$ cat src/rtl/vga_plot_mux.sv
// Plot multiplexer in front of the VGA adapter: forwards gameplay or banner
// pixels, and sweeps the screen to CLEAR_COLOUR when switching between them.
module vga_plot_mux #(
    parameter int         X_MAX        = 160,
    parameter int         Y_MAX        = 120,
    parameter logic [2:0] CLEAR_COLOUR = 3'b000
) (
    input  logic       clock,
    input  logic       reset,
    input  logic       over,
    input  logic       restart,
    input  logic [7:0] game_x,
    input  logic [6:0] game_y,
    input  logic [2:0] game_colour,
    input  logic       game_plot,
    input  logic [7:0] ban_x,
    input  logic [7:0] ban_y,
    input  logic [2:0] ban_colour,
    input  logic       ban_plot,
    output logic [7:0] x,
    output logic [6:0] y,
    output logic [2:0] colour,
    output logic       plot,
    output logic       clearing,
    output logic       clear_done,
    output logic       in_over
);

    typedef enum logic [1:0] {
        ST_PLAY  = 2'd0,
        ST_CLEAR = 2'd1,
        ST_OVER  = 2'd2
    } state_t;

    localparam logic [7:0] X_LAST = 8'(X_MAX - 1);
    localparam logic [6:0] Y_LAST = 7'(Y_MAX - 1);

    state_t     state_q, state_d;
    state_t     target_q, target_d;
    logic       over_prev_q, over_prev_d;
    logic [7:0] cx_q, cx_d;
    logic [6:0] cy_q, cy_d;
    logic [7:0] x_q, x_d;
    logic [6:0] y_q, y_d;
    logic [2:0] colour_q, colour_d;
    logic       plot_q, plot_d;
    logic       clearing_q, clearing_d;
    logic       clear_done_q, clear_done_d;
    logic       in_over_q, in_over_d;

    logic       over_rise_s;
    logic       game_ok_s;
    logic       ban_ok_s;
    logic       start_s;
    logic       sweep_s;
    logic       last_s;
    logic [7:0] cur_x_s;
    logic [6:0] cur_y_s;

    assign over_rise_s = over & ~over_prev_q;
    assign game_ok_s   = game_plot && (32'(game_x) < X_MAX) && (32'(game_y) < Y_MAX);
    assign ban_ok_s    = ban_plot && (32'(ban_x) < X_MAX) && (32'(ban_y) < Y_MAX);

    // Next-state, sweep counter and registered-output computation.
    always_comb begin
        state_d      = state_q;
        target_d     = target_q;
        over_prev_d  = over;
        cx_d         = cx_q;
        cy_d         = cy_q;
        x_d          = x_q;
        y_d          = y_q;
        colour_d     = colour_q;
        plot_d       = 1'b0;
        clearing_d   = 1'b0;
        clear_done_d = 1'b0;
        start_s      = 1'b0;
        sweep_s      = 1'b0;
        last_s       = 1'b0;
        cur_x_s      = cx_q;
        cur_y_s      = cy_q;

        case (state_q)
            ST_PLAY: begin
                if (over_rise_s) begin
                    start_s  = 1'b1;
                    target_d = ST_OVER;
                end else if (game_ok_s) begin
                    x_d      = game_x;
                    y_d      = game_y;
                    colour_d = game_colour;
                    plot_d   = 1'b1;
                end else begin
                    plot_d = 1'b0;
                end
            end
            ST_OVER: begin
                if (restart) begin
                    start_s  = 1'b1;
                    target_d = ST_PLAY;
                end else if (ban_ok_s) begin
                    x_d      = ban_x;
                    y_d      = ban_y[6:0];
                    colour_d = ban_colour;
                    plot_d   = 1'b1;
                end else begin
                    plot_d = 1'b0;
                end
            end
            ST_CLEAR: begin
                sweep_s = 1'b1;
            end
            default: begin
                state_d  = ST_PLAY;
                target_d = ST_PLAY;
            end
        endcase

        // The entry cycle already emits pixel (0,0) so clearing lines up with plot.
        if (start_s) begin
            state_d = ST_CLEAR;
            sweep_s = 1'b1;
            cur_x_s = 8'd0;
            cur_y_s = 7'd0;
        end else begin
            cur_x_s = cx_q;
            cur_y_s = cy_q;
        end

        if (sweep_s) begin
            x_d        = cur_x_s;
            y_d        = cur_y_s;
            colour_d   = CLEAR_COLOUR;
            plot_d     = 1'b1;
            clearing_d = 1'b1;
            last_s     = (cur_x_s == X_LAST) && (cur_y_s == Y_LAST);
            if (last_s) begin
                clear_done_d = 1'b1;
                cx_d         = 8'd0;
                cy_d         = 7'd0;
                state_d      = target_q;
            end else if (cur_x_s == X_LAST) begin
                cx_d = 8'd0;
                cy_d = cur_y_s + 7'd1;
            end else begin
                cx_d = cur_x_s + 8'd1;
                cy_d = cur_y_s;
            end
        end else begin
            cx_d = cx_q;
            cy_d = cy_q;
        end

        in_over_d = (state_d == ST_OVER) && !sweep_s;
    end

    // State, edge-detect, counter and output registers.
    always_ff @(posedge clock or negedge reset) begin
        if (!reset) begin
            state_q      <= ST_PLAY;
            target_q     <= ST_PLAY;
            over_prev_q  <= 1'b0;
            cx_q         <= 8'd0;
            cy_q         <= 7'd0;
            x_q          <= 8'd0;
            y_q          <= 7'd0;
            colour_q     <= 3'd0;
            plot_q       <= 1'b0;
            clearing_q   <= 1'b0;
            clear_done_q <= 1'b0;
            in_over_q    <= 1'b0;
        end else begin
            state_q      <= state_d;
            target_q     <= target_d;
            over_prev_q  <= over_prev_d;
            cx_q         <= cx_d;
            cy_q         <= cy_d;
            x_q          <= x_d;
            y_q          <= y_d;
            colour_q     <= colour_d;
            plot_q       <= plot_d;
            clearing_q   <= clearing_d;
            clear_done_q <= clear_done_d;
            in_over_q    <= in_over_d;
        end
    end

    assign x          = x_q;
    assign y          = y_q;
    assign colour     = colour_q;
    assign plot       = plot_q;
    assign clearing   = clearing_q;
    assign clear_done = clear_done_q;
    assign in_over    = in_over_q;

endmodule

$ cat config.mk
export PLATFORM = sky130hd
export DESIGN_NAME = vga_plot_mux
export DESIGN_NICKNAME = d
export VERILOG_FILES = /design/src/rtl/vga_plot_mux.sv
export SDC_FILE = /design/constraint.sdc
export NUM_CORES = 1
export LEC_CHECK = 0
export ABC_AREA = 1
export CAP_MARGIN = 20
export CORE_AREA = 2 2 74 76
export CTS_BUF_LIST = sky130_fd_sc_hd__clkbuf_2 sky130_fd_sc_hd__clkbuf_4 sky130_fd_sc_hd__clkbuf_8
export CTS_CLUSTER_SIZE = 14
export DETAILED_ROUTE_END_ITERATION = 6
export DIE_AREA = 0 0 76 78
export PLACE_DENSITY = 0.87
export SLEW_MARGIN = 5
export SYNTH_ARGS = -nofsm -noshare
export SYNTH_HDL_FRONTEND = slang
export SYNTH_SLANG_ARGS = --single-unit
$ cat constraint.sdc
create_clock -name clock -period 2.8 [get_ports clock]
set_input_delay 0.84 -clock clock [delete_from_list [all_inputs] [get_ports clock]]
set_output_delay 0.84 -clock clock [all_outputs]
set_load 0.05 [all_outputs]
==> qor.yml <==
placed_design:
  place.gp.congestion: 0.8683
  port_buffers: 64
  place_ws_ns: -0.2303
  hpwl_mm: 5.095
worst_setup_path:
  arrival_ns: 2.91
  cp-end-kind: "register"
  path_delay_family: "simple AND/OR/NAND/NOR gates"
  crit_start: "over"
  cp_num_buf_inv: 6
  r2r_start: "state_q[1]$_DFF_PN0_"
  worstSetupPathType: "input pin to register"
  cp_slowest_cell: "clkdlybuf4s50_1"
  cp.required_ns: 3.02
  path_cells: "clkdlybuf4s50_1 -> inv_1 -> nor2_2 -> nand2_4 -> nand2_4 -> inv_1 -> nand2_1 -> inv_2 -> ha_1 -> nand2_1 -> inv_1 -> nand4_2 -> nor2_4 -> nand2_4 -> clkinv_4 -> nor2_2 -> nand3_1 -> o21ai_0"
  critPathMaxFanout: 8
  rrSetupSlack_ns: 0.63
  startpoint_type: "input pin"
  slowest_delay_ns: 0.48
power_and_ir_drop:
  power.total_mw: 2.662
  seq_power_share: 0.316
  p_leak_nw: 1.616
  combPwrFrac: 0.471
  sw_frac_of_total: 0.4172
  max-vdd-ir-drop_mv: 0.2771
  power.internal_mw: 1.551
  p_switching_mw: 1.111
  power.density_nw_per_um2: 770.8
  clockPowerShare: 0.212
timing:
  rsz0062_at_grt: "yes"
  clock_skew_ns: 0.008076
  setup_violations: 0
  maxClockFrequency_mhz: 371.7
  drv_slew: 0
  period_needed_ns: 2.690
  period_share: 0.9608
  fin_tns_setup_ns: 0
  worst_slack_ns: 0.1098
  relSlewSlack: 0.3894
  hold_violations: 0
  worstMarginPinSlew_ns: 0.9159
grt:
  track_usage: 0.2410
  antenna_found_initial: 0
  grt_first_pass_wirelength_mm: 11.58
  grt-ovfl-total: 0
  grt_pass1_vias: 2442
  grt_max_degree: 42
clock_tree:
  worstSkewPairLatency_ns: 0.30
  htreeDepth: 2
  cts_setup_buffers: 0
  cts.clk_slew.worst_paths_ns: 0.08
  cts_root_buf: "clkbuf_8"
  cts_sinks: 41
  cts_tree: "yes"
  cts_buffer_depth: 2
  ctsHoldBuffers: 0
  cts_made_buffers: 5
yosys:
  syn-num-nets: 347
  synthXorXnorAreaFrac: 0.01033
  ys_seq_area_frac: 0.4033
  synthFlopType: "dfrtp_1"
  synth_mux_area_frac: 0.06640
  ys_seq_elements: 41
  netlist-cell-type-count: 36
  syn-cell-area_sq_um: 2544
  yosysMostFrequentCell: "nand2_1"
  synth_compound_area_frac: 0.09592
  yosys.area_share.simple: 0.3133
  synthCells: 302
  synth-edff-count: 0
  synthTopCellsByArea: "dfrtp_1 40%, nand2_1 10%, mux2_2 6.6%"
  synth_top_area_frac: 0.4033
  syn_avg_cell_area_sq_um: 8.423
  async_flop_share: 1.000
  synth_area_leader_cell: "dfrtp_1"
  synth_adder_area_share: 0.009838
  yosys_warnings: 0
  ys_top_cells_by_count: "70 x nand2_1, 41 x dfrtp_1, 36 x inv_1, 32 x nor2_1"
  synth_top_family_by_area: "simple AND/OR/NAND/NOR gates"
layout:
  fin_nets: 427
  diodes: 0
  areaGrowthSynthToFinish_pct: 35.76
  drive_gt1_frac: 0.1958
floorplanning:
  die_h_microns: 78
  core.rowCount: 26
  io_pins: 65
  die_w_microns: 76
  start_util: 0.5045
  coreArea_sq_um: 5042
  die_area_sq_um: 5928
worst_hold_path:
  hold_start: "cy_q[6]$_DFFE_PN0P_"
  hold_path_class: "register to register"
drt:
  drt_wl_total_mm: 6.929
  drc_errors: 0
  vias_per_cell: 5.280
  vias: 2392
  drt_iter0_drc: 190
  postRouteAntennaNets: 0
  wl_per_cell_microns: 15.30
  drt-pass1-iter-count: 4
flow_run:
  drv_cap: 0
outcome:
  outcome: "finished, final reports clean"
[worst register-to-register path: stages (launching register included)]
cell	delay, ns
dfrtp_1	0.50
nor2_2	0.08
nand2_4	0.10
nand2_4	0.06
nor2_1	0.19
ha_1	0.22
nand2_1	0.06
inv_1	0.06
nand4_2	0.14
nor2_4	0.15
nand2_4	0.11
nor2_4	0.16
nor2_4	0.07
nand3_1	0.10
nand2_1	0.06
[final cells by class]
cell class	count	area [sq um]
Clock buffer	5	68.82
Clock inverter	3	65.06
Fill cell	381	1589
Inverter	39	151.4
Multi-Input combinational cell	212	1276
Sequential cell	41	1026
Tap cell	70	87.58
Timing Repair Buffer	83	778.2
[metrics by stage]
step / hold WS [ns] / area [sq um] / utilization / instances
final: 0.4951 / 3453 / 0.6849 / 453
after global routing: 0.5098 / 3453 / 0.6849 / 453
after CTS: 0.4903 / 3438 / 0.6819 / 452
after detailed placement: 0.4683 / 3304 / 0.6553 / 444
after global placement: 0.4667 / 3304 / 0.6553 / 444
after floorplan: 0.4497 / 2544 / - / 302
[worst paths after layout]
kind / depth (start not counted) / to
setup / recovery: 18 / cx_q[3]$_DFFE_PN0P_
hold / removal: 2 / cy_q[6]$_DFFE_PN0P_
setup reg to reg: 14 / cy_q[3]$_DFFE_PN0P_
hold reg to reg: 2 / cy_q[6]$_DFFE_PN0P_
max in group asynchronous: 1 / state_q[1]$_DFF_PN0_
min in group asynchronous: 1 / colour[0]$_DFFE_PN0P_
[routing by layer]
metal	share of wire	GRT usage
met5	0	0
met4	0.015	0.06364
met2	0.49	0.4098
met1	0.43	0.3038
met3	0.066	0.06744
[sequential cells by signal, summed over array words and instances, names as in the netlist, 2 cells and up]
signal,count
y,7
x,8
colour,3
state_q,2
cx_q,8
cy_q,7
[placed cells by master (no fill, tap or decap), types with 3 or more instances in the layout]
| cell type | n |
|---|---|
| o21ai_0 | 10 |
| nand2_1 | 70 |
| nand3_1 | 15 |
| nand2_4 | 3 |
| xor2_1 | 3 |
| buf_4 | 19 |
| o21ai_1 | 5 |
| a31oi_1 | 14 |
| inv_1 | 36 |
| nor2_2 | 7 |
| nand4_1 | 10 |
| dfrtp_1 | 41 |
| nor2_1 | 30 |
| mux2_2 | 15 |
| nor2_4 | 6 |
| o2111ai_1 | 3 |
| clkbuf_8 | 5 |
| clkdlybuf4s50_1 | 63 |
[repair_timing]
action	in CTS	in global routing
endpoints found under the hold margin	0	0
resized for setup	0	2
endpoints found under the setup margin	0	16
[power by group through the flow]
stage | sequential, mW | combinational, mW | clock [mW]
2_1_floorplan | 1.17 | 0.524 | 0
3_3_place_gp | 0.843 | 1.21 | 0
6_report | 0.842 | 1.25 | 0.565
3_5_place_dp | 0.850 | 1.24 | 0
5_1_grt | 0.862 | 1.35 | 0.604
4_1_cts | 0.839 | 1.25 | 0.574
[kinds of logic (layout without fill, tap and decap cells)]
| logic type | after synthesis | after routing |
|---|---|---|
| compound gates | 39 | 39 |
| xor+xnor | 3 | 3 |
| fa+ha+maj | 2 | 2 |
| buf+inv | 50 | 130 |
| flops | 41 | 41 |
| mux | 15 | 15 |
| simple gates | 152 | 153 |
(Power assumes the default switching activity.)
